--- src/rtl/wordle_pkg.sv ---
// Shared types, score encodings and ASCII helpers for the Wordle engine.
// Imported by the top-level FSM and by the scoring datapath.
package wordle_pkg;

    typedef enum logic [2:0] {
        ST_IDLE    = 3'd0,
        ST_ENTRY   = 3'd1,
        ST_SCORE_G = 3'd2,
        ST_SCORE_Y = 3'd3,
        ST_RESULT  = 3'd4,
        ST_DONE    = 3'd5
    } state_t;

    localparam logic [1:0] SC_ABSENT = 2'b00;
    localparam logic [1:0] SC_YELLOW = 2'b01;
    localparam logic [1:0] SC_GREEN  = 2'b10;

    localparam logic [7:0] ASCII_UC_A     = 8'h41;
    localparam logic [7:0] ASCII_UC_Z     = 8'h5A;
    localparam logic [7:0] ASCII_LC_A     = 8'h61;
    localparam logic [7:0] ASCII_LC_Z     = 8'h7A;
    localparam logic [7:0] ASCII_CASE_OFS = 8'h20;

    function automatic logic [7:0] fold_upper(input logic [7:0] c);
        logic [7:0] r;
        if ((c >= ASCII_LC_A) && (c <= ASCII_LC_Z)) begin
            r = c - ASCII_CASE_OFS;
        end else begin
            r = c;
        end
        return r;
    endfunction

    function automatic logic is_upper(input logic [7:0] c);
        return (c >= ASCII_UC_A) && (c <= ASCII_UC_Z);
    endfunction

endpackage

--- src/rtl/wordle_scorer.sv ---
// Scoring datapath: one cycle marks greens, then one cycle per position hunts
// for a yellow among still-unused target letters, left to right.
module wordle_scorer
    import wordle_pkg::*;
#(
    parameter int WORD_LEN = 5
) (
    input  logic                    Clk,
    input  logic                    reset,
    input  logic                    start,
    input  logic                    clear,
    input  logic [8*WORD_LEN-1:0]   guess,
    input  logic [8*WORD_LEN-1:0]   target,
    output logic [2*WORD_LEN-1:0]   score,
    output logic                    done
);

    localparam logic [2:0] LAST_IDX = 3'(WORD_LEN - 1);
    localparam logic [WORD_LEN-1:0] ONE_W = {{(WORD_LEN-1){1'b0}}, 1'b1};

    logic [2*WORD_LEN-1:0] score_q, score_d;
    logic [WORD_LEN-1:0]   used_q, used_d;
    logic [2:0]            idx_q, idx_d;
    logic                  busy_q, busy_d;

    logic [7:0]            cur_letter_s;
    logic [1:0]            cur_score_s;
    logic [WORD_LEN-1:0]   match_s;
    logic [WORD_LEN-1:0]   pick_s;
    logic                  done_s;

    // Next-state logic for the green pass and the per-position yellow search.
    always_comb begin
        score_d      = score_q;
        used_d       = used_q;
        idx_d        = idx_q;
        busy_d       = busy_q;
        done_s       = busy_q && (idx_q == LAST_IDX);
        cur_letter_s = guess[8*(WORD_LEN-1-int'(idx_q)) +: 8];
        cur_score_s  = score_q[2*(WORD_LEN-1-int'(idx_q)) +: 2];
        for (int j = 0; j < WORD_LEN; j++) begin
            match_s[j] = !used_q[j] && (target[8*(WORD_LEN-1-j) +: 8] == cur_letter_s);
        end
        // Isolate the lowest set bit: lowest-numbered unused matching position.
        pick_s = match_s & (~match_s + ONE_W);

        if (clear) begin
            score_d = '0;
            used_d  = '0;
            idx_d   = 3'd0;
            busy_d  = 1'b0;
        end else if (start) begin
            for (int p = 0; p < WORD_LEN; p++) begin
                if (guess[8*(WORD_LEN-1-p) +: 8] == target[8*(WORD_LEN-1-p) +: 8]) begin
                    score_d[2*(WORD_LEN-1-p) +: 2] = SC_GREEN;
                    used_d[p]                      = 1'b1;
                end else begin
                    score_d[2*(WORD_LEN-1-p) +: 2] = SC_ABSENT;
                    used_d[p]                      = 1'b0;
                end
            end
            idx_d  = 3'd0;
            busy_d = 1'b1;
        end else if (busy_q) begin
            if ((cur_score_s != SC_GREEN) && (|match_s)) begin
                used_d = used_q | pick_s;
                score_d[2*(WORD_LEN-1-int'(idx_q)) +: 2] = SC_YELLOW;
            end else begin
                used_d = used_q;
            end
            if (done_s) begin
                busy_d = 1'b0;
            end else begin
                idx_d = idx_q + 3'd1;
            end
        end else begin
            busy_d = 1'b0;
        end
    end

    // Scorer state registers.
    always_ff @(posedge Clk or posedge reset) begin
        if (reset) begin
            score_q <= '0;
            used_q  <= '0;
            idx_q   <= 3'd0;
            busy_q  <= 1'b0;
        end else begin
            score_q <= score_d;
            used_q  <= used_d;
            idx_q   <= idx_d;
            busy_q  <= busy_d;
        end
    end

    assign score = score_q;
    assign done  = done_s;

endmodule

--- src/rtl/wordle_engine.sv ---
// Wordle game engine: handshaked letter entry with backspace and submit,
// guess scoring via wordle_scorer, and win/lose tracking.
module wordle_engine
    import wordle_pkg::*;
#(
    parameter int WORD_LEN    = 5,
    parameter int MAX_GUESSES = 6
) (
    input  logic                    Clk,
    input  logic                    reset,
    input  logic                    Start,
    input  logic                    Ack,
    input  logic [8*WORD_LEN-1:0]   target,
    input  logic                    letter_valid,
    input  logic [7:0]              letter_in,
    input  logic                    backspace,
    input  logic                    enter,
    output logic [8*WORD_LEN-1:0]   guess_buf,
    output logic [3:0]              letter_count,
    output logic [3:0]              guess_num,
    output logic [2:0]              state_code,
    output logic [2*WORD_LEN-1:0]   score,
    output logic                    score_valid,
    output logic                    win,
    output logic                    lose
);

    localparam logic [3:0]            WL_CNT    = 4'(WORD_LEN);
    localparam logic [3:0]            MAX_CNT   = 4'(MAX_GUESSES);
    localparam logic [2*WORD_LEN-1:0] ALL_GREEN = {WORD_LEN{SC_GREEN}};

    state_t                state_q, state_d;
    logic [8*WORD_LEN-1:0] target_q, target_d;
    logic [8*WORD_LEN-1:0] guess_buf_q, guess_buf_d;
    logic [3:0]            letter_count_q, letter_count_d;
    logic [3:0]            guess_num_q, guess_num_d;
    logic                  score_valid_q, score_valid_d;
    logic                  win_q, win_d;
    logic                  lose_q, lose_d;

    logic                  scr_start_s;
    logic                  scr_clear_s;
    logic                  scr_done_s;
    logic [2*WORD_LEN-1:0] scr_score_s;
    logic [7:0]            key_s;

    wordle_scorer #(
        .WORD_LEN (WORD_LEN)
    ) u_scorer (
        .Clk    (Clk),
        .reset  (reset),
        .start  (scr_start_s),
        .clear  (scr_clear_s),
        .guess  (guess_buf_q),
        .target (target_q),
        .score  (scr_score_s),
        .done   (scr_done_s)
    );

    // Game FSM and entry-buffer next-state logic.
    always_comb begin
        state_d        = state_q;
        target_d       = target_q;
        guess_buf_d    = guess_buf_q;
        letter_count_d = letter_count_q;
        guess_num_d    = guess_num_q;
        score_valid_d  = score_valid_q;
        win_d          = win_q;
        lose_d         = lose_q;
        scr_start_s    = (state_q == ST_SCORE_G);
        scr_clear_s    = 1'b0;
        key_s          = fold_upper(letter_in);

        case (state_q)
            ST_IDLE: begin
                if (Start) begin
                    target_d       = target;
                    guess_buf_d    = '0;
                    letter_count_d = 4'd0;
                    guess_num_d    = 4'd0;
                    scr_clear_s    = 1'b1;
                    state_d        = ST_ENTRY;
                end else begin
                    state_d = ST_IDLE;
                end
            end
            // One action per cycle: enter beats backspace beats a letter.
            ST_ENTRY: begin
                if (enter) begin
                    if (letter_count_q == WL_CNT) begin
                        state_d = ST_SCORE_G;
                    end else begin
                        state_d = ST_ENTRY;
                    end
                end else if (backspace) begin
                    if (letter_count_q != 4'd0) begin
                        guess_buf_d[8*(WORD_LEN-int'(letter_count_q)) +: 8] = 8'h00;
                        letter_count_d = letter_count_q - 4'd1;
                    end else begin
                        letter_count_d = letter_count_q;
                    end
                end else if (letter_valid) begin
                    if ((letter_count_q < WL_CNT) && is_upper(key_s)) begin
                        guess_buf_d[8*(WORD_LEN-1-int'(letter_count_q)) +: 8] = key_s;
                        letter_count_d = letter_count_q + 4'd1;
                    end else begin
                        letter_count_d = letter_count_q;
                    end
                end else begin
                    state_d = ST_ENTRY;
                end
            end
            ST_SCORE_G: begin
                state_d = ST_SCORE_Y;
            end
            ST_SCORE_Y: begin
                if (scr_done_s) begin
                    guess_num_d   = guess_num_q + 4'd1;
                    score_valid_d = 1'b1;
                    state_d       = ST_RESULT;
                end else begin
                    state_d = ST_SCORE_Y;
                end
            end
            ST_RESULT: begin
                if (Ack) begin
                    score_valid_d = 1'b0;
                    if (scr_score_s == ALL_GREEN) begin
                        win_d   = 1'b1;
                        state_d = ST_DONE;
                    end else if (guess_num_q == MAX_CNT) begin
                        lose_d  = 1'b1;
                        state_d = ST_DONE;
                    end else begin
                        guess_buf_d    = '0;
                        letter_count_d = 4'd0;
                        scr_clear_s    = 1'b1;
                        state_d        = ST_ENTRY;
                    end
                end else begin
                    state_d = ST_RESULT;
                end
            end
            ST_DONE: begin
                if (Ack) begin
                    win_d   = 1'b0;
                    lose_d  = 1'b0;
                    state_d = ST_IDLE;
                end else begin
                    state_d = ST_DONE;
                end
            end
            default: begin
                state_d = ST_IDLE;
            end
        endcase
    end

    // Engine state and registered outputs.
    always_ff @(posedge Clk or posedge reset) begin
        if (reset) begin
            state_q        <= ST_IDLE;
            target_q       <= '0;
            guess_buf_q    <= '0;
            letter_count_q <= 4'd0;
            guess_num_q    <= 4'd0;
            score_valid_q  <= 1'b0;
            win_q          <= 1'b0;
            lose_q         <= 1'b0;
        end else begin
            state_q        <= state_d;
            target_q       <= target_d;
            guess_buf_q    <= guess_buf_d;
            letter_count_q <= letter_count_d;
            guess_num_q    <= guess_num_d;
            score_valid_q  <= score_valid_d;
            win_q          <= win_d;
            lose_q         <= lose_d;
        end
    end

    assign guess_buf    = guess_buf_q;
    assign letter_count = letter_count_q;
    assign guess_num    = guess_num_q;
    assign state_code   = state_q;
    assign score        = scr_score_s;
    assign score_valid  = score_valid_q;
    assign win          = win_q;
    assign lose         = lose_q;

endmodule
--- config.mk ---
export PLATFORM = sky130hd
export DESIGN_NAME = wordle_engine
export DESIGN_NICKNAME = d
export VERILOG_FILES = /design/src/rtl/wordle_pkg.sv /design/src/rtl/wordle_scorer.sv /design/src/rtl/wordle_engine.sv
export SDC_FILE = /design/constraint.sdc
export NUM_CORES = 1
export LEC_CHECK = 0
export CAP_MARGIN = 10
export CORE_MARGIN = 3
export CORE_UTILIZATION = 35
export CTS_CLUSTER_SIZE = 20
export DETAILED_ROUTE_END_ITERATION = 7
export PLACE_DENSITY = 0.58
export SETUP_SLACK_MARGIN = 0.4
export SYNTH_ARGS = -nofsm -noshare
export SYNTH_HDL_FRONTEND = slang
export SYNTH_SLANG_ARGS = --single-unit
--- constraint.sdc ---
create_clock -name Clk -period 6 [get_ports Clk]
set_input_delay 1.2 -clock Clk [delete_from_list [all_inputs] [get_ports Clk]]
set_output_delay 1.2 -clock Clk [all_outputs]
set_load 0.02 [all_outputs]
After elaboration in Yosys (flattened, before gate mapping) --
Cells that the tools add are included.
Word-level totals: input port bits 55, register bits after elaboration 113, word-level logic and storage cells 186
Operators by class: shift operators 8, add/subtract/negate cells 12, bitwise logic cells 3, muxes and demuxes 78, eq/ne operators 35, order comparisons 5, reductions and logical operators 33
Operator list (count):
- two-way mux 40 bit | 9
- case mux 40 bit (3 select lines) | 1
- bitwise mux 40 bit | 2
- equality test 8 bit | 10
- variable shift 8 x 33 -> 40 bit, first input constant | 2
- negation 8 -> 33 bit | 2
- two-way mux 10 bit | 4
- two-way mux 4 bit | 10
- variable part select 40 x 7 -> 8 bit | 1
- variable part select 8 x 33 -> 40 bit | 1
- variable part select 8 x 33 -> 40 bit, first input constant | 1
- two-way mux 3 bit | 12
- negation 5 -> 33 bit | 1
- variable shift 2 x 33 -> 10 bit, first input constant | 1
- variable part select 2 x 33 -> 10 bit, first input constant | 1
- two-way mux 1 bit | 21
- two-way mux 5 bit | 4
- != test 2 bit, second input constant | 10
- != test 3 bit, second input constant | 6
- case mux 3 bit (6 select lines) | 1
- greater-or-equal comparator 8 x 7 -> 1 bit, second input constant | 2
- <= comparator 8 x 7 -> 1 bit, second input constant | 2
- two-way mux 2 bit | 6
- case mux 4 bit (3 select lines) | 1
- other kinds (33) | 63

Longest topological paths before layout --
depth in word-level cells 12, gate-level depth with buffers 16

Modules after synthesis --
Synthesis repeated with hierarchy kept, for this count alone.
Unflattened totals: cell total of the unflattened synthesis 839, area total of the unflattened synthesis 7877.6 sq um
Modules (own cells, without submodules):
- wordle_engine | seq. area each 2352.3 sq um, cells each 451, instances 1, area each 4858.4 sq um
- wordle_scorer | seq. area each 475.5 sq um, cells each 388, instances 1, area each 3019.1 sq um

Worst setup path after synthesis --
No wires, ideal clock.
kind reg-to-reg, start register letter_count_q[3] (netlist: letter_count[3]), end register guess_buf_q[14] (netlist: guess_buf[14]), setup time 0.128 ns, slack 1.620 ns, stages on the path, launching flop included 16, period minus slack after synthesis 4.380 ns, path buffers 2, data arrival time 4.252 ns, path through dfrtp_1 > clkbuf_1 > inv_1 > ha_1 > or3_1 > ha_1 > or4b_1 > nor4_1 > a21oi_1 > nor3_1 > nor4b_1 > mux2_2 > a21oi_1 > or2_0 > clkbuf_1 > mux2_1
On the way: cells in the longest elaborated chain, start to end 9, elaborated cells on any way between the ends 22
Ends and longest elaborated chain:
- start: declaration | RTL line wordle_engine.sv:35 | logic [3:0] letter_count_q, letter_count_d;
- start signal: assignment | RTL line wordle_engine.sv:174 | letter_count_q <= letter_count_d;
- subtractor 3 x 4 -> 5 bit | RTL line wordle_engine.sv:104 | guess_buf_d[8*(WORD_LEN-1-int'(letter_count_q)) +: 8] = key_s;
- negation 8 -> 33 bit | RTL line wordle_engine.sv:104
- variable part select 8 x 33 -> 40 bit or variable shift 8 x 33 -> 40 bit (tied branches) | RTL line wordle_engine.sv:104
- bitwise mux 40 bit | RTL line wordle_engine.sv:104
- two-way mux 40 bit | RTL line wordle_engine.sv:103 | if ((letter_count_q < WL_CNT) && is_upper(key_s)) begin
- two-way mux 40 bit | RTL line wordle_engine.sv:102 | end else if (letter_valid) begin
- two-way mux 40 bit | RTL line wordle_engine.sv:95 | end else if (backspace) begin
- two-way mux 40 bit | RTL line wordle_engine.sv:89 | if (enter) begin
- case mux 40 bit (3 select lines) | RTL line wordle_engine.sv:74 | case (state_q)
- end signal: assignment | RTL line wordle_engine.sv:173 | guess_buf_q <= guess_buf_d;
- end: declaration | RTL line wordle_engine.sv:34 | logic [8*WORD_LEN-1:0] guess_buf_q, guess_buf_d;
Parallel ways exist; a longest one is shown, timed or not. The select of a mux whose other input is x is not followed. A chain may end at the register's enable or synchronous reset.

Final worst setup path --
start register letter_count_q[0] (netlist: letter_count[0]), end register guess_buf_q[14] (netlist: guess_buf[14])
The elaborated chain is that of the path after synthesis.

==> impl_metrics.ini <==
[place]
io_buffers = 118
dp_hpwl_um = 18320
gp_congestion = 0.9255
place_ws_ns = 0.9411

[sta]
setup_violations = 0
worst_slew_pin_slew_ns = 1.006
fin_skew_ns = 0.01300
slew_headroom_pct = 32.29
period_share_pct = 82.78
post-route-min-period_ns = 4.967
timing.final.ws_setup_ns = 1.033
slew_violations = 0
fmax_mhz = 201.3
rsz0062_at_grt = no
fin_tns_setup_ns = 0
hold_viol = 0

[critical_path]
worstPathMaxFanout = 17
worstPathArrival_ns = 5.28
critPathLaunchType = flop
crit_type = flop to flop
setup.worst_path.end_class = flop
rrSetupSlack_ns = 1.03
reg2reg_to = guess_buf[14]
crit_chain = inv_1 -> ha_1 -> nor2_1 -> nand3_1 -> ha_1 -> or4_1 -> nor4_1 -> nand4_1 -> a21oi_1 -> and4_1 -> mux2_2 -> a21oi_1 -> or2_0 -> mux2_1
cpPeakStageDelay_ns = 0.69
r2r_cells = 14
cp.required_ns = 6.31
crit_slowest_cell = dfrtp_1
reg2reg_from = letter_count[0]

[die]
io_pins = 119
initial_utilization_pct = 36.08
die_area_sq_mm = 0.02298
dieHeight_um = 151.6
fp.dieW_um = 151.6
rows = 52
coreArea_sq_mm = 0.02056

[routing]
via_per_inst = 5.607
dr.first_iter.drc_count = 488
drc_errors = 0
ant_nets = 0
drt-pass1-iter-count = 5
wirelength_um = 24010
vias = 6627
wl_per_cell_um = 20.31

[grt]
grt_max_degree = 62
gr-total-overflow = 0
grt_pass1_vias = 6318
antenna_found_initial = 0
grt_pass1_wl_um = 36580
grt.total_usage_pct = 20.88

[pwr]
p_sw_share_pct = 42.19
totalPowerFinal_uw = 4114
p_clk_share_pct = 25.4
powerDensity_mw_per_mm2 = 437.4
leakagePower_uw = 0.003763
seq_power_share_pct = 32.7
power.internal_uw = 2378
combPwrFrac_pct = 41.9
p_switching_uw = 1736
ir_drop_mv = 0.2227

[final_layout]
antenna_cells = 0
area_delta_synth_final_pct = 26.77
finish.utilization_pct = 45.74
finalNetCount = 979
final_layout_size_suffix_gt1_share_pct = 11.07

[clocking]
ctsHoldBuffers = 0
clk_pin_slew_worst_paths_ns = 0.06
cts_tree = built
cts_sinks = 113
cts.htree.levels = 4
numCtsBuffers = 17
clock_latency_ns = 0.43
cts_root_buf = clkbuf_16
clockBufferDepth = 2
postCtsSetupBuffers = 0
cts_resized = 0

[synth]
ys_seq_area_share_pct = 38.12
yosysUniqueCellTypes = 86
ys_seq_elements = 113
synth_area_per_cell_sq_um = 9.367
synth_edf_count = 0
ys.warnings.count = 0
syn_area_sq_mm = 0.007418
syn_nets = 872
async_flop_share_pct = 100.0
synth_flop_cell = dfrtp_1
synth_cells = 792

[worst_hold_path]
hold_end = win
hold_path.class = flop to flop
worst_hold_startpoint = win
whs_path_depth = 1

[run_status]
status = complete, no violations

[flow_run]
max-cap-violations = 0
==> synthesized netlist by cell type, types with 5 or more instances <==
master,n,area [sq um]
buf_2,5,25.02
ha_1,24,300.3
o31ai_1,10,75.07
xnor2_1,29,254.0
xor2_1,31,271.5
clkbuf_1,23,86.33
nor4b_1,5,43.79
nor2_1,41,153.9
mux2_2,38,427.9
and2_1,7,43.79
nand3_1,29,145.1
nand2_1,70,262.8
o211ai_1,7,52.55
o21ai_0,49,245.2
inv_1,43,161.4
nor2b_1,10,62.56
o22ai_1,14,87.58
mux2i_1,23,230.2
or3_1,9,56.30
a21oi_1,31,155.2
nor3_1,24,120.1
a31oi_1,5,31.28
nand4_1,15,93.84
o22a_1,5,43.79
nand2b_1,12,75.07
nor4_1,14,87.58
a211oi_1,6,45.04
dfrtp_1,113,2828
==> layer usage <==
layer	routed length (um)	up-vias	part of all wire (%)	track usage, %
met5	0	-	0	0
met4	687	0	2.9	8.535
met3	1597	47	6.7	3.748
li1	-	3114	-	-
met2	10830	276	45	32.01
met1	10890	3190	45	29.15
==> power by group through the flow <==
stage,combinational [uW],sequential (uW),clock [uW]
final,1730,1340,1040
after global routing,1910,1380,1090
after CTS,1720,1340,1060
after detailed placement,1720,1350,0
after global placement,1700,1350,0
after floorplan,1400,1210,0
==> flip-flops by register name, indices dropped and copies added (netlist names) <==
name,cells
guess_buf,40
guess_num,4
letter_count,4
lose,1
score_valid,1
state_code,3
target_q,40
u_scorer.busy_q,1
u_scorer.idx_q,3
u_scorer.score,10
u_scorer.used_q,5
win,1
==> cell type report <==
cell class / instances / area (sq um)
repair buffers: 125 / 1234
clock buffers: 18 / 439.2
inverters: 43 / 163.9
well taps: 270 / 337.8
multi-input cells: 599 / 4233
flip-flops and latches: 113 / 2828
clock inverters: 14 / 168.9
fillers: 2043 / 11160
==> per-stage QoR <==
step	cell area [sq um]	hold WS (ns)	cells
6_report	9404	0.4983	1182
5_1_grt	9404	0.5116	1182
4_1_cts	9404	0.5042	1182
3_5_place_dp	8796	0.4914	1150
3_3_place_gp	8796	0.4840	1150
2_1_floorplan	7418	0.4926	792
==> critical path, delay by kind of cell (launching register included) <==
family                   cells  cell delay [ns]
buffers and inverters        1             0.26
AO/OA/AOI/OAI                2             0.35
AND/OR/NAND/NOR              7             2.13
adder cells (fa/ha/maj)      2             0.85
multiplexers                 2             0.57
flip-flops                   1             0.69
==> cells in the final DEF, fill, tap and decap left out, types with 15 or more instances in the layout <==
| cell | n |
|---|---|
| a21oi_1 | 31 |
| clkbuf_16 | 17 |
| clkdlybuf4s50_1 | 118 |
| dfrtp_1 | 113 |
| ha_1 | 24 |
| inv_1 | 42 |
| mux2_2 | 38 |
| mux2i_1 | 23 |
| nand2_1 | 70 |
| nand3_1 | 29 |
| nand4_1 | 15 |
| nor2_1 | 41 |
| nor3_1 | 24 |
| o21ai_0 | 49 |
| xnor2_1 | 29 |
| xor2_1 | 31 |
==> kinds of logic (layout without fill, tap and decap cells) <==
| group | count (synthesis) | count (layout) | synth area share, % |
|---|---|---|---|
| simple gates | 267 | 267 | 19.01 |
| compound gates | 183 | 183 | 17.04 |
| flops | 113 | 113 | 38.12 |
| buf+inv | 80 | 200 | 4.908 |
| mux | 64 | 64 | 9.529 |
| xor+xnor | 60 | 60 | 7.084 |
| fa+ha+maj | 25 | 25 | 4.318 |
==> how the worst max path moves through the flow <==
stage / endpoint / slack, ns / start
after global routing: guess_buf[6] / 0.59 / letter_count[0]
final: guess_buf[14] / 1.03 / letter_count[0]
after CTS: guess_buf[6] / 1.05 / letter_count[0]
after floorplan: guess_buf[14] / 1.62 / letter_count[3]
after detailed placement: guess_buf[6] / 0.94 / letter_in[2]
after global placement: guess_buf[6] / 0.95 / letter_in[2]
No activity file was read; power rests on OpenSTA's default activity.
